File: config.mk
export PLATFORM = sky130hd
export DESIGN_NAME = ads1278_frame_avg
export DESIGN_NICKNAME = d
export VERILOG_FILES = /design/src/rtl/ads1278_frame_avg.sv
export SDC_FILE = /design/constraint.sdc
export NUM_CORES = 1
export LEC_CHECK = 0
export CAP_MARGIN = 15
export CORE_MARGIN = 2
export CORE_UTILIZATION = 30
export CTS_CLUSTER_DIAMETER = 40
export DETAILED_ROUTE_END_ITERATION = 8
export PLACE_DENSITY_LB_ADDON = 0.15
export SLEW_MARGIN = 20
export SYNTH_ARGS = -nofsm -noshare
export SYNTH_HDL_FRONTEND = slang
export SYNTH_SLANG_ARGS = --single-unit
File: constraint.sdc
create_clock -name i_sysclk -period 3.9 [get_ports i_sysclk]
set_input_delay 0.78 -clock i_sysclk [delete_from_list [all_inputs] [get_ports i_sysclk]]
set_output_delay 0.78 -clock i_sysclk [all_outputs]
set_load 0.005 [all_outputs]
File: src/rtl/ads1278_frame_avg.sv
// Averages 2^P_AVG_LOG2 ADS1278 frames per channel and streams tagged 24-bit channel words.
// Define ADS1278_FRAME_HEADER_EN to prefix every block with a header word (id 4'hF).
module ads1278_frame_avg #(
    parameter int unsigned P_AVG_LOG2 = 4,
    parameter logic [7:0]  P_CH_MASK  = 8'hFF
) (
    input  logic         i_sysclk,
    input  logic         i_rst_n,
    input  logic         i_clr,
    input  logic [191:0] i_frame_data,
    input  logic         i_frame_valid,
    output logic         o_frame_ready,
    output logic [23:0]  o_ch_data,
    output logic [3:0]   o_ch_id,
    output logic         o_ch_valid,
    output logic         o_ch_last,
    input  logic         i_ch_ready,
    output logic [15:0]  o_block_cnt
);

    localparam int unsigned AccW = 24 + P_AVG_LOG2;
    localparam int unsigned CntW = P_AVG_LOG2 + 1;
    localparam logic [CntW-1:0] CntLast = CntW'((1 << P_AVG_LOG2) - 1);

    function automatic logic [2:0] first_en(input logic [7:0] m);
        first_en = 3'd0;
        for (int i = 7; i >= 0; i--) if (m[i]) first_en = 3'(i);
    endfunction

    function automatic logic [2:0] last_en(input logic [7:0] m);
        last_en = 3'd0;
        for (int i = 0; i < 8; i++) if (m[i]) last_en = 3'(i);
    endfunction

    // Lowest enabled id strictly above cur; masked ids cost no cycles.
    function automatic logic [2:0] next_en(input logic [2:0] cur);
        next_en = cur;
        for (int i = 7; i >= 0; i--) if (P_CH_MASK[i] && (3'(i) > cur)) next_en = 3'(i);
    endfunction

    localparam logic [2:0] FirstId = first_en(P_CH_MASK);
    localparam logic [2:0] LastId  = last_en(P_CH_MASK);

`ifdef ADS1278_FRAME_HEADER_EN
    typedef enum logic [1:0] {StAcc = 2'd0, StEmit = 2'd1, StHdr = 2'd2} state_e;
`else
    typedef enum logic [1:0] {StAcc = 2'd0, StEmit = 2'd1} state_e;
`endif

    state_e                 state_q, state_d;
    logic                   frame_ready_q, frame_ready_d;
    logic signed [AccW-1:0] acc_q [8];
    logic signed [AccW-1:0] acc_d [8];
    logic [CntW-1:0]        cnt_q, cnt_d;
    logic [23:0]            obuf_q [8];
    logic [23:0]            obuf_d [8];
    logic [23:0]            ch_data_q, ch_data_d;
    logic [3:0]             ch_id_q, ch_id_d;
    logic                   ch_valid_q, ch_valid_d;
    logic                   ch_last_q, ch_last_d;
    logic [15:0]            block_cnt_q, block_cnt_d;

    logic signed [AccW-1:0] sum [8];
    logic [23:0]            res [8];
    logic                   accept;
    logic                   ch_fire;
    logic [2:0]             nid;

    always_comb begin
        for (int i = 0; i < 8; i++) begin
            sum[i] = acc_q[i] + AccW'(signed'(i_frame_data[24*i +: 24]));
            res[i] = 24'(sum[i] >>> P_AVG_LOG2);
        end
    end

    always_comb begin
        state_d     = state_q;
        acc_d       = acc_q;
        cnt_d       = cnt_q;
        obuf_d      = obuf_q;
        ch_data_d   = ch_data_q;
        ch_id_d     = ch_id_q;
        ch_valid_d  = ch_valid_q;
        ch_last_d   = ch_last_q;
        block_cnt_d = block_cnt_q;
        accept      = frame_ready_q && i_frame_valid;
        ch_fire     = ch_valid_q && i_ch_ready;
        nid         = next_en(ch_id_q[2:0]);

        if (i_clr) begin
            acc_d      = '{default: '0};
            cnt_d      = '0;
            ch_valid_d = 1'b0;
            ch_last_d  = 1'b0;
            state_d    = StAcc;
        end else begin
            unique case (state_q)
                StAcc: begin
                    if (accept) begin
                        if (cnt_q == CntLast) begin
                            acc_d       = '{default: '0};
                            cnt_d       = '0;
                            obuf_d      = res;
                            block_cnt_d = block_cnt_q + 16'd1;
`ifdef ADS1278_FRAME_HEADER_EN
                            state_d    = StHdr;
                            ch_valid_d = 1'b1;
                            ch_id_d    = 4'hF;
                            ch_data_d  = {8'hA5, block_cnt_q + 16'd1};
                            ch_last_d  = (P_CH_MASK == 8'h00);
`else
                            if (P_CH_MASK != 8'h00) begin
                                state_d    = StEmit;
                                ch_valid_d = 1'b1;
                                ch_id_d    = {1'b0, FirstId};
                                ch_data_d  = res[FirstId];
                                ch_last_d  = (FirstId == LastId);
                            end
`endif
                        end else begin
                            acc_d = sum;
                            cnt_d = cnt_q + CntW'(1);
                        end
                    end
                end
`ifdef ADS1278_FRAME_HEADER_EN
                StHdr: begin
                    if (ch_fire) begin
                        if (P_CH_MASK == 8'h00) begin
                            state_d    = StAcc;
                            ch_valid_d = 1'b0;
                            ch_last_d  = 1'b0;
                        end else begin
                            state_d   = StEmit;
                            ch_id_d   = {1'b0, FirstId};
                            ch_data_d = obuf_q[FirstId];
                            ch_last_d = (FirstId == LastId);
                        end
                    end
                end
`endif
                StEmit: begin
                    if (ch_fire) begin
                        if (ch_last_q) begin
                            state_d    = StAcc;
                            ch_valid_d = 1'b0;
                            ch_last_d  = 1'b0;
                        end else begin
                            ch_id_d   = {1'b0, nid};
                            ch_data_d = obuf_q[nid];
                            ch_last_d = (nid == LastId);
                        end
                    end
                end
                default: state_d = StAcc;
            endcase
        end

        frame_ready_d = (state_d == StAcc);
    end

    always_ff @(posedge i_sysclk or negedge i_rst_n) begin
        if (!i_rst_n) begin
            state_q       <= StAcc;
            frame_ready_q <= 1'b0;
            acc_q         <= '{default: '0};
            cnt_q         <= '0;
            obuf_q        <= '{default: '0};
            ch_data_q     <= '0;
            ch_id_q       <= '0;
            ch_valid_q    <= 1'b0;
            ch_last_q     <= 1'b0;
            block_cnt_q   <= '0;
        end else begin
            state_q       <= state_d;
            frame_ready_q <= frame_ready_d;
            acc_q         <= acc_d;
            cnt_q         <= cnt_d;
            obuf_q        <= obuf_d;
            ch_data_q     <= ch_data_d;
            ch_id_q       <= ch_id_d;
            ch_valid_q    <= ch_valid_d;
            ch_last_q     <= ch_last_d;
            block_cnt_q   <= block_cnt_d;
        end
    end

    assign o_frame_ready = frame_ready_q;
    assign o_ch_data     = ch_data_q;
    assign o_ch_id       = ch_id_q;
    assign o_ch_valid    = ch_valid_q;
    assign o_ch_last     = ch_last_q;
    assign o_block_cnt   = block_cnt_q;

endmodule

# Word level (Yosys, flattened, before mapping)
# Cells that the tools add are included.
dict set report word_totals {
  out_inout_bits 47
  input_bits 197
  register_bits 470
}
dict set report classes {
  n_eq_ne 11
  reduce_logical 13
  muxes 47
  n_lt_le_gt_ge 9
  n_bitwise 2
  n_addsub 10
}
# cell n
set op_table {}
lappend op_table {{2-to-1 mux 224 bit} 4}
lappend op_table {{adder 28 x 24 -> 28 bit} 8}
lappend op_table {{2-to-1 mux 24 bit} 6}
lappend op_table {{binary-select mux 24 bit (select 3 bit)} 1}
lappend op_table {{one-hot mux 24 bit (2 select lines)} 1}
lappend op_table {{2-to-1 mux 3 bit} 8}
lappend op_table {{2-to-1 mux 5 bit} 4}
lappend op_table {{adder 16 x 1 -> 16 bit, second input constant} 1}
lappend op_table {{2-to-1 mux 4 bit} 4}
lappend op_table {{greater-than comparator 3 bit, first input constant} 4}
lappend op_table {{inequality test 3 bit, second input constant} 4}
lappend op_table {{2-to-1 mux 1 bit} 10}
lappend op_table {{2-to-1 mux 2 bit} 5}
lappend op_table {{inequality test 2 bit, second input constant} 4}
lappend op_table {{one-hot mux 4 bit (2 select lines)} 1}
lappend op_table {{AND reduction 4 bit} 2}
lappend op_table {{greater-than comparator 1 x 3 -> 1 bit, first input constant} 2}
lappend op_table {{greater-than comparator 2 x 3 -> 1 bit, first input constant} 2}
lappend op_table {{AND reduction 6 bit} 1}
lappend op_table {{nonzero test 2 bit} 3}
lappend op_table {{adder 5 x 1 -> 5 bit, second input constant} 1}
lappend op_table {{== test 5 x 4 -> 1 bit, second input constant} 1}
lappend op_table {{AND reduction 5 bit} 1}
lappend op_table {{greater-or-equal comparator 4 bit, second input constant} 1}
lappend op_table {{10 further kinds} 13}

# Logic depth before layout (Yosys ltp)
# Gate-level depths: netlist (run 1).
dict set report depth {
  depth_word 16
  mapped_depth 13
  depth_no_buf 13
}

# Least setup slack after synthesis (run 1)
# Ideal clock, no wire load.
dict set report synth_timing {
  kind {input-to-reg}
  from {in i_frame_data[144]}
  to {reg obuf_q[44] (netlist bit)}
  path_buffers 0
  setup_ns 0.125
  path_stages 13
  setup_slack_ns 0.521
  t_arrival_ns 3.254
  cell_sequence {ha_1 > inv_1 > fa_1 > nor2b_1 > o2111ai_2 > nand3_2 > a21oi_2 > o211ai_1 > a221o_1 > a31o_1 > a311o_1 > xor2_1 > mux2_2}
}
dict set report synth_between {
  elab_chain_cells 1
}
# element line
set synth_lines {}
lappend synth_lines {{from (decl)} 10} ;# input logic [191:0] i_frame_data,
lappend synth_lines {{adder 28 x 24 -> 28 bit} 71} ;# sum[i] = acc_q[i] + AccW'(signed'(i_frame_data[24*i +: 24]));
lappend synth_lines {{to (signal assigned)} 179} ;# obuf_q <= obuf_d;
lappend synth_lines {{to (decl)} 55} ;# logic [23:0] obuf_q [8];
# Every way passes these cells.
# A chain may end at the register's enable or synchronous reset.

# Worst setup path in the final report (run 1)
dict set report layout_timing {
  from {in i_frame_data[96]}
  to {reg obuf_q[94] (netlist bit)}
}
# The elaborated chain is that of the path after synthesis.

==> results of run 1 <==
## logic make-up (layout without fill, tap and decap cells)
group,count (synthesis),count (layout)
multiplexers,70,70
buffers and inverters,212,701
adder cells (fa/ha/maj),226,226
XOR/XNOR,205,205
AO/OA/AOI/OAI,961,961
other,1,3
flip-flops,453,453
AND/OR/NAND/NOR,1001,1001
## final cells by class
class | count | area, sq um | share of cell area, %
Antenna cell | 1 | 2.50 | 0.00666
Clock inverter | 77 | 1040 | 2.78
Tap cell | 1265 | 1580 | 4.21
Sequential cell | 453 | 11300 | 30.2
Clock buffer | 122 | 2830 | 7.54
Multi-Input combinational cell | 2465 | 16400 | 43.8
Inverter | 68 | 255 | 0.679
Timing Repair Buffer | 434 | 4080 | 10.9
## per-layer routing
layer | global-route usage [%] | wire length [microns] | vias to the layer above
met3 | 3.53 | 4830 | 117
met4 | 6.05 | 2430 | 2
met2 | 29.9 | 42400 | 514
met5 | 0 | 16 | -
met1 | 28.3 | 47600 | 11779
li1 | - | - | 12143
## sequential cells by signal (all words and copies together) (netlist names)
signal and count:
o_ch_valid 1, o_block_cnt 16, o_ch_id 3, acc_q 224, o_ch_last 1, o_frame_ready 1
cnt_q 5, state_q 2, o_ch_data 24, obuf_q 176
## power groups by stage
stage / clock [mW] / combinational [mW] / sequential, mW
3_5_place_dp: 0 / 3.04 / 5.08
5_1_grt: 10.1 / 3.36 / 5.03
3_3_place_gp: 0 / 3.05 / 5.08
2_1_floorplan: 0 / 1.85 / 5.05
4_1_cts: 9.85 / 3.06 / 5.01
6_report: 9.66 / 3.03 / 5.01
## through the flow
| stage | total power [mW] | area (sq um) | TNS, ns | utilization [%] |
|---|---|---|---|---|
| 2_1_floorplan | 6.90 | 28500 | 0 | - |
| 3_3_place_gp | 8.13 | 33700 | -2.19 | 35.6 |
| 3_5_place_dp | 8.12 | 33700 | -2.47 | 35.6 |
| 4_1_cts | 17.9 | 37600 | 0 | 39.7 |
| 5_1_grt | 18.5 | 37600 | 0 | 39.7 |
| 6_report | 17.7 | 37600 | 0 | 39.7 |
## cells in the final DEF (no fill, tap or decap), types with 15 or more instances in the layout
cell	netlist	routed
o21bai_1	32	32
mux2i_1	26	26
or3_1	18	18
mux2_2	44	44
nor2_1	150	148
and3_1	22	22
a31oi_1	33	33
nor3_1	28	27
clkdlybuf4s50_1	0	241
inv_6	0	17
nor2b_1	42	42
clkbuf_16	0	106
inv_1	67	67
o21ai_1	21	21
nand4_1	20	20
nand3_1	40	40
bufinv_16	0	19
buf_12	0	17
dfrtp_1	453	453
a211oi_1	29	29
clkinv_4	0	15
o22ai_1	16	16
nand2b_1	34	34
o21ai_0	203	202
xnor2_1	138	138
o21a_1	19	19
and2_1	19	19
o31ai_1	16	16
xor2_1	67	67
a21o_1	96	96
buf_4	1	175
o221ai_1	22	22
a21oi_1	188	187
nand2_1	596	596
ha_1	218	218
a22o_1	175	175
## how the worst min path moves through the flow
stage	cells after the start	slack, ns	to
final	1	0.17	acc_q[1]
after global routing	1	0.22	acc_q[0]
after CTS	1	0.19	acc_q[1]
after detailed placement	2	0.46	obuf_q[37]
after global placement	2	0.46	obuf_q[37]
after floorplan	2	0.44	obuf_q[37]
==> flow_metrics.tcl, run 1 <==
set metrics [dict create \
    status "completed" \
    clkPwrFrac_pct 54.6 \
    cp-end-kind "flop" \
    synth-seq-cells 453 \
    crit_buf_inv 3 \
    rsz0062_at_grt "no" \
    cp_max_fo 2 \
    synth_top_family_by_area "compound AO/OA/AOI/OAI gates" \
    r2r_cells 14 \
    final_cells 4885 \
    rrSetupSlack_ns 0.63 \
    nets 3950 \
    syn_avg_cell_area_sq_um 9.12 \
    grt.total_usage_pct 19.7 \
    synth_top_area_cell "dfrtp_1" \
    start_util_pct 30.2 \
    net-switching-power_mw 4.95 \
    min_path_type "input pin to asynchronous set/reset pin" \
    crit_chain "clkdlybuf4s50_1, ha_1, inv_1, fa_1, nor2b_1, o21ai_1, a2111oi_0, o31ai_1, a21oi_1, o41ai_2, o31ai_1, buf_4, a211oi_1, xnor2_1, mux2_2" \
    antenna_found_initial 2 \
    p_seq_share_pct 28.3 \
    slew_violations 0 \
    yosys.area_share.simple_pct 15.3 \
    cts_resized 0 \
    critPathRequiredTime_ns 4.44 \
    cp_common_cell "o31ai_1" \
    die_h_microns 312 \
    synth_area_leaders "dfrtp_1 (40%), ha_1 (9.6%), nand2_1 (7.8%)" \
    peakVddDrop_uv 404 \
    synth.most_common_cell "nand2_1" \
    worst-path-stages 15 \
    setup_viol 0 \
    cp-endpoint "obuf_q[94]" \
    p_per_area_nw_per_um2 471 \
    drtAntennaViolNets 0 \
    placed_cells 4685 \
    post-cts-setup-buffers 0 \
    pre_cts_slack_ns -0.280 \
    critPathSlowestCell "clkdlybuf4s50_1" \
    finalCritPeriodShare_pct 89.9 \
    critPathLaunch "i_frame_data[96]" \
    rows 113 \
    fmax_mhz 285 \
    gr-total-overflow 0 \
    slew_headroom_pct 35.5 \
    hpwl_microns 72100 \
    clkSinkCount 453 \
    fillCellCount 9475 \
    fp.dieArea_sq_um 97600 \
    slowest_delay_ns 0.46 \
    maxCapViolCount 0 \
    cts_tree "done" \
    synth_ff_type "dfrtp_1" \
    globalplace.congestion 0.844 \
    path_class "input pin to flop" \
    synthXorXnorAreaFrac_pct 6.29 \
    dr.pass1.iters 5 \
    htree_num_levels 3 \
    synth_edf_count 0 \
    path_delay_family "compound AO/OA/AOI/OAI gates" \
    coreArea_sq_um 94600 \
    r2r_end "obuf_q[94]" \
    comb_power_share_pct 17.1 \
    internal_power_mw 12.8 \
    drt_wl_total_microns 97300 \
    synth_top_cell_area_share_pct 39.7 \
    min_period_ns 3.51 \
    clk_latency_ns 0.66 \
    hold_viol 0 \
    synth_compound_area_share_pct 23.1 \
    ctsHoldBuffers 0 \
    synthAdderAreaFrac_pct 10.1 \
    r2r-start "acc_q[84]" \
    ios 244 \
    syn2layout_area_growth_pct 31.7 \
    avgViaCountPerCell 5.03 \
    fin_worst_hold_slack_ns 0.174 \
    swShare_pct 28.0 \
    setup.worst_path.start_class "input pin" \
    cts.path.max_buffers 3 \
    synth_warnings 0 \
    synthMuxAreaShare_pct 2.65 \
    setup_ws_ns 0.394 \
    portBuffers 242 \
    yosys.cell_types.count 80 \
    grt_pass1_vias 24355 \
    synth_seq_area_share_pct 39.7 \
    drc_errors 0 \
    syn_inst 3129 \
    numCtsBuffers 105 \
    async_flop_share_pct 100 \
    root_buffer "clkbuf_16" \
    synth.top_cells.by_count "nand2_1 (596), dfrtp_1 (453), ha_1 (218)" \
    layout-drive-gt1-share_pct 13.0 \
    cp.arrival_ns 4.05 \
    fin_skew_ns 0.0238 \
    wire_per_inst_microns 19.9 \
    fp.dieW_microns 312 \
    tightest_slew_ns 0.957 \
    synth_area_sq_um 28500 \
    clkTransAtPathRegs_ns 0.05 \
    grt_pass1_wl_microns 149000 \
    grt_max_degree 97 \
    vias 24555 \
    drt-initial-drc-count 1546 \
    p_leak_nw 18.0 \
]
Power figures use the tool's default switching activity.
==> inputs of run 2 (changes only) <==
- RECOVER_POWER: unset -> 50
==> flow_metrics.tcl, run 2 (synthesized netlist as in run 1, its figures left out) <==
set metrics [dict create \
    status "finished with violations" \
    violations "capacitance limit, slew limit" \
    post-cts-setup-buffers 0 \
    die_h_microns 312 \
    vias 24578 \
    slew_headroom_pct -70.3 \
    wire_per_inst_microns 19.9 \
    pre_cts_slack_ns -0.280 \
    coreArea_sq_um 94600 \
    final_common_cell "nand2_1" \
    grt_pass1_vias 24355 \
    drt-initial-drc-count 1462 \
    hold_viol 0 \
    postLayoutCoreUtil_pct 39.6 \
    slew_violations 86 \
    maxCapViolCount 1 \
    setup_viol 0 \
    nets 3950 \
    rsz0062_at_grt "no" \
    fmax_mhz 285 \
    cp-end-kind "flop" \
    mostFrequentLayoutCells "nand2_1 (596), dfrtp_1 (453), clkdlybuf4s50_1 (240)" \
    fin_worst_hold_slack_ns 0.466 \
    p_per_area_nw_per_um2 472 \
    clk_latency_ns 0.66 \
    fp.dieArea_sq_um 97600 \
    syn2layout_area_growth_pct 31.2 \
    cts_tree "done" \
    drc_errors 0 \
    setup_ws_ns 0.390 \
    final_cell_area_sq_um 37400 \
    avgViaCountPerCell 5.03 \
    dr.pass1.iters 5 \
    finalPower_mw 17.7 \
    grt_max_degree 97 \
    largest_reg_flops 224 \
    start_util_pct 30.2 \
    top_register "acc_q" \
    ctsHoldBuffers 0 \
    path_class "input pin to flop" \
    cts_resized 0 \
    finalCritPeriodShare_pct 90.0 \
    numCtsBuffers 105 \
    drt_wl_total_microns 97300 \
    place_area_sq_um 33700 \
    fin_skew_ns 0.0237 \
    ios 244 \
    peakVddDrop_uv 405 \
    grt.total_usage_pct 19.7 \
    clkSinkCount 453 \
    antenna_found_initial 2 \
    cp.arrival_ns 4.05 \
    min_path_type "flop to flop" \
    cp_max_fo 2 \
    htree_num_levels 3 \
    cts.path.max_buffers 3 \
    gr-total-overflow 0 \
    rows 113 \
    critPathRequiredTime_ns 4.44 \
    portBuffers 242 \
    grt_pass1_wl_microns 149000 \
    p_leak_nw 18.0 \
    fp.dieW_microns 312 \
    root_buffer "clkbuf_16" \
    tightest_slew_ns 2.55 \
    drtAntennaViolNets 0 \
    min_period_ns 3.51 \
    globalplace.congestion 0.844 \
    clkTransAtPathRegs_ns 0.05 \
    layout-drive-gt1-share_pct 12.6 \
    setup.worst_path.start_class "input pin" \
    hpwl_microns 72100 \
]
==> run 2: where the power goes <==
group / internal [mW] / leakage, nW / switching [mW] / total (mW)
logic: 1.34 / 9.86 / 1.68 / 3.02
registers: 4.89 / 6.23 / 0.116 / 5.01
clock network: 6.51 / 1.87 / 3.15 / 9.65
==> run 2: metal layers <==
metal / vias up / global-route usage, % / share of wire [%]
met1: 11807 / 28.3 / 49
met2: 508 / 29.9 / 43
met4: 2 / 6.05 / 2.5
met5: - / 0 / 0.016
li1: 12151 / - / -
met3: 110 / 3.53 / 4.8
==> run 2: cell type report <==
cell class | instances | area [sq um]
Antenna cell | 2 | 5.00
Clock buffer | 122 | 2830
Clock inverter | 77 | 1040
Fill cell | 9497 | 57200
Inverter | 68 | 255
Multi-Input combinational cell | 2465 | 16400
Sequential cell | 453 | 11300
Tap cell | 1265 | 1580
Timing Repair Buffer | 434 | 3950
==> run 2: critical path: stages <==
cell and delay, ns:
clkdlybuf4s50_1 0.46, ha_1 0.17, inv_1 0.06, fa_1 0.38
nor2b_1 0.12, o21ai_1 0.09, a2111oi_0 0.45, o31ai_1 0.20
a21oi_1 0.28, o41ai_2 0.13, o31ai_1 0.26, buf_4 0.16
a211oi_1 0.07, xnor2_1 0.15, mux2_2 0.27
==> run 2: worst paths after layout <==
check                                 start    endpoint  slack [ns]  cells past startpoint
setup / recovery           i_frame_data[96]  obuf_q[94]        0.39                     15
hold / removal                   obuf_q[37]  obuf_q[37]        0.47                      2
setup reg to reg                 state_q[0]    acc_q[1]        0.53                      4
hold reg to reg                  obuf_q[37]  obuf_q[37]        0.47                      2
max in group asynchronous           i_rst_n  acc_q[182]        0.67                      2
min in group asynchronous           i_rst_n    acc_q[1]        0.89                      1
==> run 2: stage by stage <==
step | instances | setup TNS (ns)
3_5_place_dp | 4685 | -2.47
3_3_place_gp | 4685 | -2.19
4_1_cts | 4884 | 0
2_1_floorplan | 3130 | 0
5_1_grt | 4885 | 0
6_report | 4886 | 0
==> inputs of run 3 (changes only) <==
- ABC_AREA: unset -> 1
- PLACE_DENSITY_LB_ADDON: 0.15 -> unset
==> flow_metrics.tcl, run 3 <==
set metrics [dict create \
    status "completed" \
    final_common_cell "nand2_1" \
    finalPower_mw 16.8 \
    drt_wl_total_microns 131000 \
    top_register "acc_q" \
    layout-drive-gt1-share_pct 4.78 \
    antenna_found_initial 5 \
    postLayoutCoreUtil_pct 36.8 \
    critPathRequiredTime_ns 4.43 \
    cts_tree "done" \
    diodes 0 \
    dr.pass1.iters 6 \
    slew_headroom_pct 5.83 \
    grt_pass1_vias 33446 \
    syn_avg_cell_area_sq_um 6.76 \
    fin_skew_ns 0.0225 \
    synth_edf_count 0 \
    wire_per_inst_microns 19.2 \
    maxCapViolCount 0 \
    synth_top_area_cell "dfrtp_1" \
    cp_max_fo 41 \
    hpwl_microns 102000 \
    cts.path.max_buffers 3 \
    rsz0062_at_grt "no" \
    min_path_type "flop to flop" \
    rows 123 \
    syn2layout_area_growth_pct 22.1 \
    htree_num_levels 3 \
    setup_ws_ns 0.492 \
    critPathLaunch "i_frame_valid" \
    hold_start "cnt_q[3]" \
    p_leak_nw 21.9 \
    drc_errors 0 \
    slew_violations 0 \
    yosys.cell_types.count 48 \
    synth_ff_type "dfrtp_1" \
    hold_viol 0 \
    drt-initial-drc-count 3094 \
    p_per_area_nw_per_um2 408 \
    async_flop_share_pct 100 \
    cp.arrival_ns 3.94 \
    die_h_microns 339 \
    synth_area_leaders "dfrtp_1 (35%), nand2_1 (20%), ha_1 (8.1%)" \
    portBuffers 242 \
    mostFrequentLayoutCells "nand2_1 (1773), inv_1 (542), dfrtp_1 (469)" \
    clkSinkCount 469 \
    synth_warnings 0 \
    synth.top_cells.by_count "nand2_1 (1773), inv_1 (539), dfrtp_1 (469)" \
    drtAntennaViolNets 0 \
    finalCritPeriodShare_pct 87.4 \
    syn_inst 4996 \
    fillCellCount 12030 \
    peakVddDrop_uv 296 \
    vias 34181 \
    synth_area_sq_um 33800 \
    fmax_mhz 293 \
    clk_latency_ns 0.67 \
    setup_viol 0 \
    cts_resized 0 \
    gr-total-overflow 0 \
    globalplace.congestion 0.953 \
    tightest_slew_ns 1.41 \
    synth.most_common_cell "nand2_1" \
    root_buffer "clkbuf_16" \
    grt_pass1_wl_microns 201000 \
    grt_max_degree 137 \
    seq_area_sq_um 11700 \
    fp.dieW_microns 339 \
    start_util_pct 30.1 \
    fp.dieArea_sq_um 115000 \
    coreArea_sq_um 112000 \
    numCtsBuffers 93 \
    tns_ns 0 \
    grt.total_usage_pct 22.5 \
    nets 5676 \
    synth_seq_area_share_pct 34.8 \
    multi_input_area_sq_um 19400 \
    ios 244 \
    clkTransAtPathRegs_ns 0.05 \
    synth-seq-cells 469 \
    synth_top_cell_area_share_pct 34.8 \
    cp-end-kind "flop" \
    setup.worst_path.start_class "input pin" \
    avgViaCountPerCell 5.00 \
    pre_cts_slack_ns 0.436 \
    r2r-start "o_frame_ready" \
    min_period_ns 3.41 \
    largest_reg_flops 224 \
    fin_worst_hold_slack_ns 0.474 \
    path_class "input pin to flop" \
]
-- run 3: changes by cell type after synthesis, moves of 56 or more --
cell / change
nor2_1: +174
buf_2: +63
inv_1: +472
clkbuf_1: -81
o21ai_0: +186
nand3_1: +400
a21o_1: -88
a22o_1: -160
a21oi_1: +56
xnor2_1: -91
nand4_1: +71
nand2_1: +1177
-- run 3: through the flow --
step	cell area, sq um	cells
after floorplan	33800	4997
after global placement	38000	6657
after detailed placement	38000	6657
after CTS	41300	6830
after global routing	41200	6830
final	41200	6830
-- run 3: worst max-delay path, cell delays in order --
cell and delay (ns):
dlygate4sd3_1 0.64, nand2_1 0.18, inv_1 0.06, nand2_1 0.14, inv_1 0.14, nand2_2 0.13, clkinvlp_4 0.93, buf_4 0.61
nand3_1 0.18, nand2_1 0.08
-- run 3: timing repair --
item / in CTS / in global routing
hold buffers: 1 / 0
hold endpoints to repair: 8 / 0
setup buffers: 0 / 0
-- run 3: path summary, 6_finish.rpt --
check                         endpoint  cells after the start  slack [ns]
max                         acc_q[126]                     10        0.49
min                           cnt_q[3]                      1        0.47
max reg2reg                 acc_q[126]                      9        0.80
min reg2reg                   cnt_q[3]                      1        0.47
max in group asynchronous   acc_q[106]                      3        1.11
min in group asynchronous  obuf_q[168]                      2        0.83
-- run 3: metal layers --
metal | wire length [microns] | part of all wire [%] | vias up | global-route usage [%]
met5 | 41 | 0.031 | - | 0
met4 | 4530 | 3.4 | 6 | 7.42
met3 | 7740 | 5.9 | 212 | 3.74
met2 | 59200 | 45 | 997 | 36.2
met1 | 59900 | 46 | 16157 | 30.5
li1 | - | - | 16809 | -
-- run 3: cell type report --
type,instances,share of cell area [%]
inverters,550,5.02
clock inverters,64,2.06
clock buffers,108,5.93
multi-input cells,3851,47.0
well taps,1500,4.55
flip-flops and latches,469,28.5
repair buffers,288,6.97
-- run 3: kinds of logic after synthesis --
| kind of cell | share of synthesized area [%] |
|---|---|
| AO/OA/AOI/OAI | 11.6 |
| XOR/XNOR | 2.72 |
| adder cells (fa/ha/maj) | 8.55 |
| flip-flops | 34.8 |
| AND/OR/NAND/NOR | 34.5 |
| other | 0.0111 |
| buffers and inverters | 7.87 |
-- run 3: power breakdown --
| part | switching (mW) | internal, mW |
|---|---|---|
| clock | 3.05 | 5.42 |
| sequential | 0.125 | 5.06 |
| combinational | 2.11 | 1.05 |
